File: src/rtl/uart_pkg.sv
// Shared UART definitions: word width, receive FIFO depth and the receiver's
// state encoding, kept in one place so the receiver and its FIFO agree.
package uart_pkg;

  localparam int UART_DATA_BITS         = 8;
  localparam int UART_RX_FIFO_ADDR_BITS = 4;

  typedef enum logic [1:0] {
    idle  = 2'd0,
    start = 2'd1,
    data  = 2'd2,
    stop  = 2'd3
  } uart_rx_state_t;

  // Depth of a FIFO addressed by addr_bits bits.
  function automatic int fifo_depth(input int addr_bits);
    return 1 << addr_bits;
  endfunction

endpackage

File: src/rtl/uart_fifo_ram.sv
// Register-array storage for the receive FIFO: synchronous write, asynchronous
// read, no reset (contents survive reset by design).
module uart_fifo_ram
  import uart_pkg::*;
#(
  parameter int DATA_BITS = UART_DATA_BITS,
  parameter int ADDR_BITS = UART_RX_FIFO_ADDR_BITS
) (
  input  logic                 clk,
  input  logic                 we,
  input  logic [ADDR_BITS-1:0] waddr,
  input  logic [DATA_BITS-1:0] wdata,
  input  logic [ADDR_BITS-1:0] raddr,
  output logic [DATA_BITS-1:0] rdata
);

  localparam int DEPTH = 1 << ADDR_BITS;

  logic [DATA_BITS-1:0] mem [DEPTH];

  always_ff @(posedge clk) begin
    if (we) begin
      mem[waddr] <= wdata;
    end
  end

  assign rdata = mem[raddr];

endmodule

File: src/rtl/uart_rx_fifo.sv
// First-word-fall-through byte buffer behind the UART receiver, with a sticky
// flag recording any word dropped because the queue was full.
module uart_rx_fifo
  import uart_pkg::*;
#(
  parameter int DATA_BITS = UART_DATA_BITS,
  parameter int ADDR_BITS = UART_RX_FIFO_ADDR_BITS
) (
  input  logic                 clk,
  input  logic                 rst,
  input  logic [DATA_BITS-1:0] wr_data,
  input  logic                 wr_en,
  input  logic                 rd_en,
  output logic [DATA_BITS-1:0] rd_data,
  output logic                 empty,
  output logic                 full,
  output logic [ADDR_BITS:0]   count,
  output logic                 overflow,
  input  logic                 ovf_clr
);

  logic [ADDR_BITS:0] wr_ptr;
  logic [ADDR_BITS:0] rd_ptr;
  logic               rd_accept;
  logic               wr_accept;
  logic               drop;

  // Pointers carry an extra wrap bit so full and empty are distinguishable.
  assign empty = (wr_ptr == rd_ptr);
  assign full  = (wr_ptr[ADDR_BITS] != rd_ptr[ADDR_BITS]) &&
                 (wr_ptr[ADDR_BITS-1:0] == rd_ptr[ADDR_BITS-1:0]);
  assign count = wr_ptr - rd_ptr;

  // A pop in the same cycle frees the slot, so a full queue can still accept.
  assign rd_accept = rd_en && !empty;
  assign wr_accept = wr_en && (!full || rd_accept);
  assign drop      = wr_en && full && !rd_accept;

  always_ff @(posedge clk or posedge rst) begin
    if (rst) begin
      wr_ptr <= '0;
      rd_ptr <= '0;
    end else begin
      if (wr_accept) begin
        wr_ptr <= wr_ptr + 1'b1;
      end
      if (rd_accept) begin
        rd_ptr <= rd_ptr + 1'b1;
      end
    end
  end

  // Set takes priority so a drop coinciding with a clear is not lost.
  always_ff @(posedge clk or posedge rst) begin
    if (rst) begin
      overflow <= 1'b0;
    end else if (drop) begin
      overflow <= 1'b1;
    end else if (ovf_clr) begin
      overflow <= 1'b0;
    end
  end

  uart_fifo_ram #(
    .DATA_BITS(DATA_BITS),
    .ADDR_BITS(ADDR_BITS)
  ) u_ram (
    .clk  (clk),
    .we   (wr_accept),
    .waddr(wr_ptr[ADDR_BITS-1:0]),
    .wdata(wr_data),
    .raddr(rd_ptr[ADDR_BITS-1:0]),
    .rdata(rd_data)
  );

endmodule

File: config.mk
export PLATFORM = sky130hd
export DESIGN_NAME = uart_rx_fifo
export DESIGN_NICKNAME = d
export VERILOG_FILES = /design/src/rtl/uart_pkg.sv /design/src/rtl/uart_fifo_ram.sv /design/src/rtl/uart_rx_fifo.sv
export SDC_FILE = /design/constraint.sdc
export NUM_CORES = 1
export LEC_CHECK = 0
export ABC_AREA = 1
export BUFFER_PORTS_ARGS = -buffer_cell sky130_fd_sc_hd__buf_2
export CAP_MARGIN = 30
export CORE_MARGIN = 2
export CORE_UTILIZATION = 45
export CTS_BUF_LIST = sky130_fd_sc_hd__clkbuf_4 sky130_fd_sc_hd__clkbuf_8
export DETAILED_ROUTE_END_ITERATION = 6
export PLACE_DENSITY = 0.76
export SLEW_MARGIN = 40
export SYNTH_ARGS = -nofsm -noshare
export SYNTH_HDL_FRONTEND = slang
export SYNTH_SLANG_ARGS = --single-unit
export TNS_END_PERCENT = 5
File: constraint.sdc
create_clock -name clk -period 2.3 [get_ports clk]
set_input_delay 0.115 -clock clk [delete_from_list [all_inputs] [get_ports clk]]
set_output_delay 0.115 -clock clk [all_outputs]
set_load 0.02 [all_outputs]
==> Word level (Yosys, flattened, before mapping) <==
Memory sizes are Yosys's and may differ from the RTL's.
Index checks and enable logic that the tools add are counted.
W data, S select, Z words.
{ "word_totals": {"register_bits": 11, "ramBits": 128, "in_bits": 13, "output_inout_bits": 16, "elab_cells": 24, "memories": 1} }
{ "op_classes": {"addsub": 3, "eq_ne": 3, "muxes": 4, "n_reduce_logical": 10} }
{ "mem_list": {"columns": ["name", "words", "width", "read_ports", "rd_ports_with_merged_regs", "wr", "line", "rtl"], "rows": [
  ["u_ram.mem", 16, 8, 1, 0, 1, "uart_fifo_ram.sv:19", "logic [DATA_BITS-1:0] mem [DEPTH];"]
]} }
{ "ops": {"columns": ["op", "n"], "rows": [
  ["$add A5 B1 Y5 const B", 2],
  ["$eq A5 B5 Y1", 1],
  ["$logic_and A1 B1 Y1", 5],
  ["$sub A5 B5 Y5", 1],
  ["$eq A4 B4 Y1", 1],
  ["$mux W1", 4],
  ["$logic_not A1 Y1", 3],
  ["$reduce_bool A2 Y1", 1],
  ["$logic_or A1 B1 Y1", 1],
  ["$ne A1 B1 Y1", 1]
]} }

==> Logic depth before layout (Yosys ltp) <==
{ "logic_depth": {"ltp_word": 7, "depth_mapped": 12, "ltp_nobuf": 10} }

==> By module <==
Synthesis repeated with hierarchy kept, for this count alone.
{ "unflattened": {"hier_cells": 650, "area_unflattened_um2": 6409.9} }
{ "modules_own_cells": {"columns": ["mod", "instances", "cells_each", "area_each_um2", "seq_area_each_um2"], "rows": [
  ["uart_fifo_ram", 1, 543, 5606.6, 3843.7],
  ["uart_rx_fifo", 1, 107, 803.3, 275.3]
]} }

==> Least setup slack after synthesis <==
Ideal clock, no wire load.
{ "synth_path": {"kind": "reg-to-reg", "from": "register rd_ptr[1]", "to": "memory u_ram.mem[12][0] (netlist bit), enable pin", "setup_ns": 0.370, "t_arrival_ns": 1.904, "required_time_ns": 1.930, "path_slack_ns": 0.025, "stages_incl_launch_ff": 11, "n_path_buf": 3, "period_less_slack_ns": 2.275, "cell_sequence": "dfrtp_1 buf_2 inv_2 buf_2 ha_1 nand2_1 nor2_4 nand4_4 nand2_2 buf_4 nor2_1"} }
{ "synth_via": {"elab_chain_len": 7, "elab_cells_between_ends": 10, "cone_classes": "eq/ne (2); mux (2); reduce/logical (6)"} }
{ "synth_lines": {"columns": ["item", "line", "rtl"], "rows": [
  ["start, declared", "uart_rx_fifo.sv:23", "logic [ADDR_BITS:0] rd_ptr;"],
  ["start signal, assigned", "uart_rx_fifo.sv:48", "rd_ptr <= rd_ptr + 1'b1;"],
  ["$eq A5 B5 Y1 or $eq A4 B4 Y1 (tied branches)", "uart_rx_fifo.sv:29, uart_rx_fifo.sv:31", null],
  ["$logic_not A1 Y1 or $logic_and A1 B1 Y1 (tied branches)", "uart_rx_fifo.sv:35, uart_rx_fifo.sv:30", null],
  ["$logic_and A1 B1 Y1 or $logic_not A1 Y1 (tied branches)", "uart_rx_fifo.sv:35, uart_rx_fifo.sv:36", null],
  ["$logic_or A1 B1 Y1 *", "uart_rx_fifo.sv:36", "assign wr_accept = wr_en && (!full || rd_accept);"],
  ["$logic_and A1 B1 Y1 *", "uart_rx_fifo.sv:36", null],
  ["$mux W1 *", "uart_fifo_ram.sv:22", "if (we) begin"],
  ["$mux W1 (not written as such) *", "uart_fifo_ram.sv:23", "mem[waddr] <= wdata;"],
  ["end, declared", "uart_fifo_ram.sv:19", null]
]} }
Mark *: on every way between the ends. The rest lies on a longest branch, timed or not.

==> Worst setup path after layout <==
{ "layout_path": {"from": "register rd_ptr[2]", "to": "output rd_data[4]"} }
{ "layout_via": {"elab_chain_len": 1} }
{ "layout_lines": {"columns": ["item", "line", "rtl"], "rows": [
  ["$mem_v2 Z16 W8", null, null],
  ["end, declared", "uart_rx_fifo.sv:14", "output logic [DATA_BITS-1:0] rd_data,"]
]} }
Every way passes these cells.

==> qor.csv <==
stage,metric,value,unit
sta,fmax,0.4573,GHz
setup_path,path_cells,buf_4 -> nor2_1 -> nand2_1 -> nand2_1 -> inv_1 -> nand2_1 -> buf_2,
place,place_congestion,0.8645,
sta,grt_setup_unrepaired,yes,
pwr,ir_drop,1.257,mV
layout,final_cell_mix,"237 x nand2_1, 134 x inv_1, 128 x edfxtp_1",
min_path,hold_class,in2reg,
sta,setup_viol,0,
pwr,p_sw_frac,0.4057,
synth,synth_seq_cells,139,
layout,final_common_cell,nand2_1,
synth,synthCells,682,
floorplanning,initial_utilization,0.4641,
global_routing,grt_pass1_wl,23.74,mm
synth,ys.warnings.count,0,
outcome,outcome,completed,
setup_path,criticalPathCategory,reg2out,
synth,seq_area_frac_synth,0.6344,
setup_path,cp_slowest_cell,nor2_1,
sta,min_period,2.187,ns
setup_path,critPathArrivalTime,2.07,ns
drt,wire_per_inst,16.98,um
floorplanning,rows,43,
clocking,clockBufferDepth,2,
global_routing,grt_use_total,0.2161,
clocking,cts-root-buf,clkbuf_8,
layout,nets,754,
drt,drc,0,
place,place_hpwl,9.532,mm
floorplanning,core,13990,sq um
pwr,power_frac_comb,0.457,
sta,max-slew-margin-rel,0.5247,
layout,layout-drive-gt1-share,0.1317,
flow_run,drv_cap,0,
floorplanning,dieArea,15400,sq um
synth,syn-num-nets,705,
setup_path,end_kind,output port,
sta,hold_viol_final,0,
clocking,insertion_delay,0.45,ns
pwr,p_switching,3796,uW
global_routing,grt_max_degree,35,
clocking,cts_sinks,139,
pwr,powerDensity,1251,nW/um^2
floorplanning,dieWidth,124.1,um
sta,period_share,0.9507,
drt,via_count,4724,
synth,synth_cell_type_count,22,
drt,dr.pass1.iters,5,
sta,layout_setup_ws,0.1134,ns
setup_path,worst-endpoint-required,2.18,ns
place,dp.cells,882,
drt,antenna_left,0,
setup_path,cpMostUsedCell,nand2_1,
layout,fin_cells,924,
setup_path,slowest_delay,0.50,ns
layout,antenna-diode-count,0,
global_routing,grt_overflow,0,
place,port_buffers,28,
setup_path,cp_num_buf_inv,3,
sta,finClkSkew,0.01171,ns
global_routing,antenna_found_initial,0,
pwr,power.share.sequential,0.334,
clocking,cts_made_buffers,17,
sta,slew_violations,0,
pwr,p_int,5561,uW
global_routing,grt_pass1_vias,4405,
synth,syn_avg_cell_area,9.520,sq um
setup_path,crit_family,simple AND/OR/NAND/NOR gates,
setup_path,critPathLaunchType,flop,
pwr,leakage,0.003413,uW
floorplanning,die_h,124.1,um
setup_path,path_max_fanout,12,
drt,drt_iter0_drc,618,
layout,fillers,1244,
drt,wirelength,15.69,mm
drt,viasPerCell,5.113,
place,dp_slack,0.08672,ns
synth,netlist_area,6492,sq um
clocking,htreeDepth,4,
pwr,power.share.clock,0.209,
layout,area_growth,15.24,%
sta,worstMarginPinSlew,0.7104,ns
clocking,cts.clk_slew.worst_paths,0.08,ns
clocking,cts_tree,yes,
floorplanning,ios,29,
## power by group through the flow
stage                     Clock (uW)  Combinational [uW]  Sequential [uW]
after global routing            2090                4630             3150
after CTS                       1980                4110             3130
after global placement             0                3790             3160
after detailed placement           0                3790             3170
final                           1950                4280             3120
after floorplan                    0                2670             3170
## final timing paths
path	from	endpoint	slack, ns	cells past startpoint
worst min-delay path	wr_data[3]	u_ram.mem[14][3]	0.11	1
min in group asynchronous	rst	overflow	0.19	3
worst min register to register	wr_ptr[4]	wr_ptr[4]	0.56	2
max in group asynchronous	rst	rd_ptr[0]	1.79	3
worst max-delay path	rd_ptr[2]	rd_data[4]	0.11	7
worst max register to register	rd_ptr[0]	u_ram.mem[5][1]	0.13	7
## worst register-to-register path, stage by stage (launching register included)
cell and delay [ns]:
dfrtp_2 0.44, ha_1 0.32, nand2_1 0.13, nor2_4 0.05, nand4_4 0.07, nand2_2 0.09, buf_4 0.19, nor2_1 0.52
## repair_timing
action | in CTS | in global routing
resized for setup | 5 | 13
gates cloned | 3 | 1
endpoints found under the setup margin | 8 | 105
hold endpoints to repair | 18 | 0
hold buffers | 5 | 0
setup buffers | 0 | 1
## synthesized netlist by cell type, drive strengths merged
master,instances,area share
ha,9,0.017
buf,23,0.020
xor2,8,0.011
fa,1,0.0031
clkinv,1,0.00058
nor3,1,0.00077
nand2,239,0.14
a21oi,2,0.0015
edfxtp,128,0.59
inv,138,0.080
o21ai,4,0.0031
clkbuf,3,0.0017
dfrtp,11,0.042
nor2,21,0.013
nand4,1,0.0033
nand3,92,0.071
## stage by stage
step / total power [uW] / hold slack [ns] / cell area (sq um) / util / setup TNS (ns)
floorplan: 5840 / -0.03256 / 6492 / - / 0
global placement: 6949 / 0.1388 / 6875 / 0.4915 / 0
detailed placement: 6968 / 0.1463 / 6875 / 0.4915 / 0
CTS: 9224 / 0.08656 / 7423 / 0.5307 / 0
global route: 9871 / 0.08761 / 7482 / 0.5349 / -0.1070
finish: 9357 / 0.1094 / 7482 / 0.5349 / 0
## cell type report
class | instances | area, sq um | area share
sequential | 139 | 4120 | 0.5507
multi-input combinational | 378 | 1730 | 0.2313
inverter | 139 | 526.8 | 0.07040
timing repair buffer | 56 | 489.2 | 0.06538
clock buffer | 17 | 234.0 | 0.03127
tap | 180 | 225.2 | 0.03010
clock inverter | 15 | 156.4 | 0.02090
## logic make-up (layout without fill, tap and decap cells)
group,after synthesis,count (layout),share of synthesized area
AO/OA/AOI/OAI,6,6,0.004625
AND/OR/NAND/NOR,354,354,0.2272
flip-flops,139,139,0.6344
adder cells (fa/ha/maj),10,10,0.02043
XOR/XNOR,8,8,0.01079
buffers and inverters,165,227,0.1025
## state kept, by name (all words and copies together) (netlist names)
| signal | flops |
|---|---|
| u_ram.mem | 128 |
| overflow | 1 |
| rd_ptr | 5 |
| wr_ptr | 5 |
## routing by layer
| layer | vias up | wire length (um) | track usage |
|---|---|---|---|
| li1 | 2237 | - | - |
| met1 | 2216 | 6787 | 0.3052 |
| met2 | 227 | 7089 | 0.3186 |
| met3 | 44 | 1340 | 0.05082 |
| met4 | 0 | 473 | 0.09551 |
| met5 | - | 0 | 0 |
No activity file was read; power rests on OpenSTA's default activity.
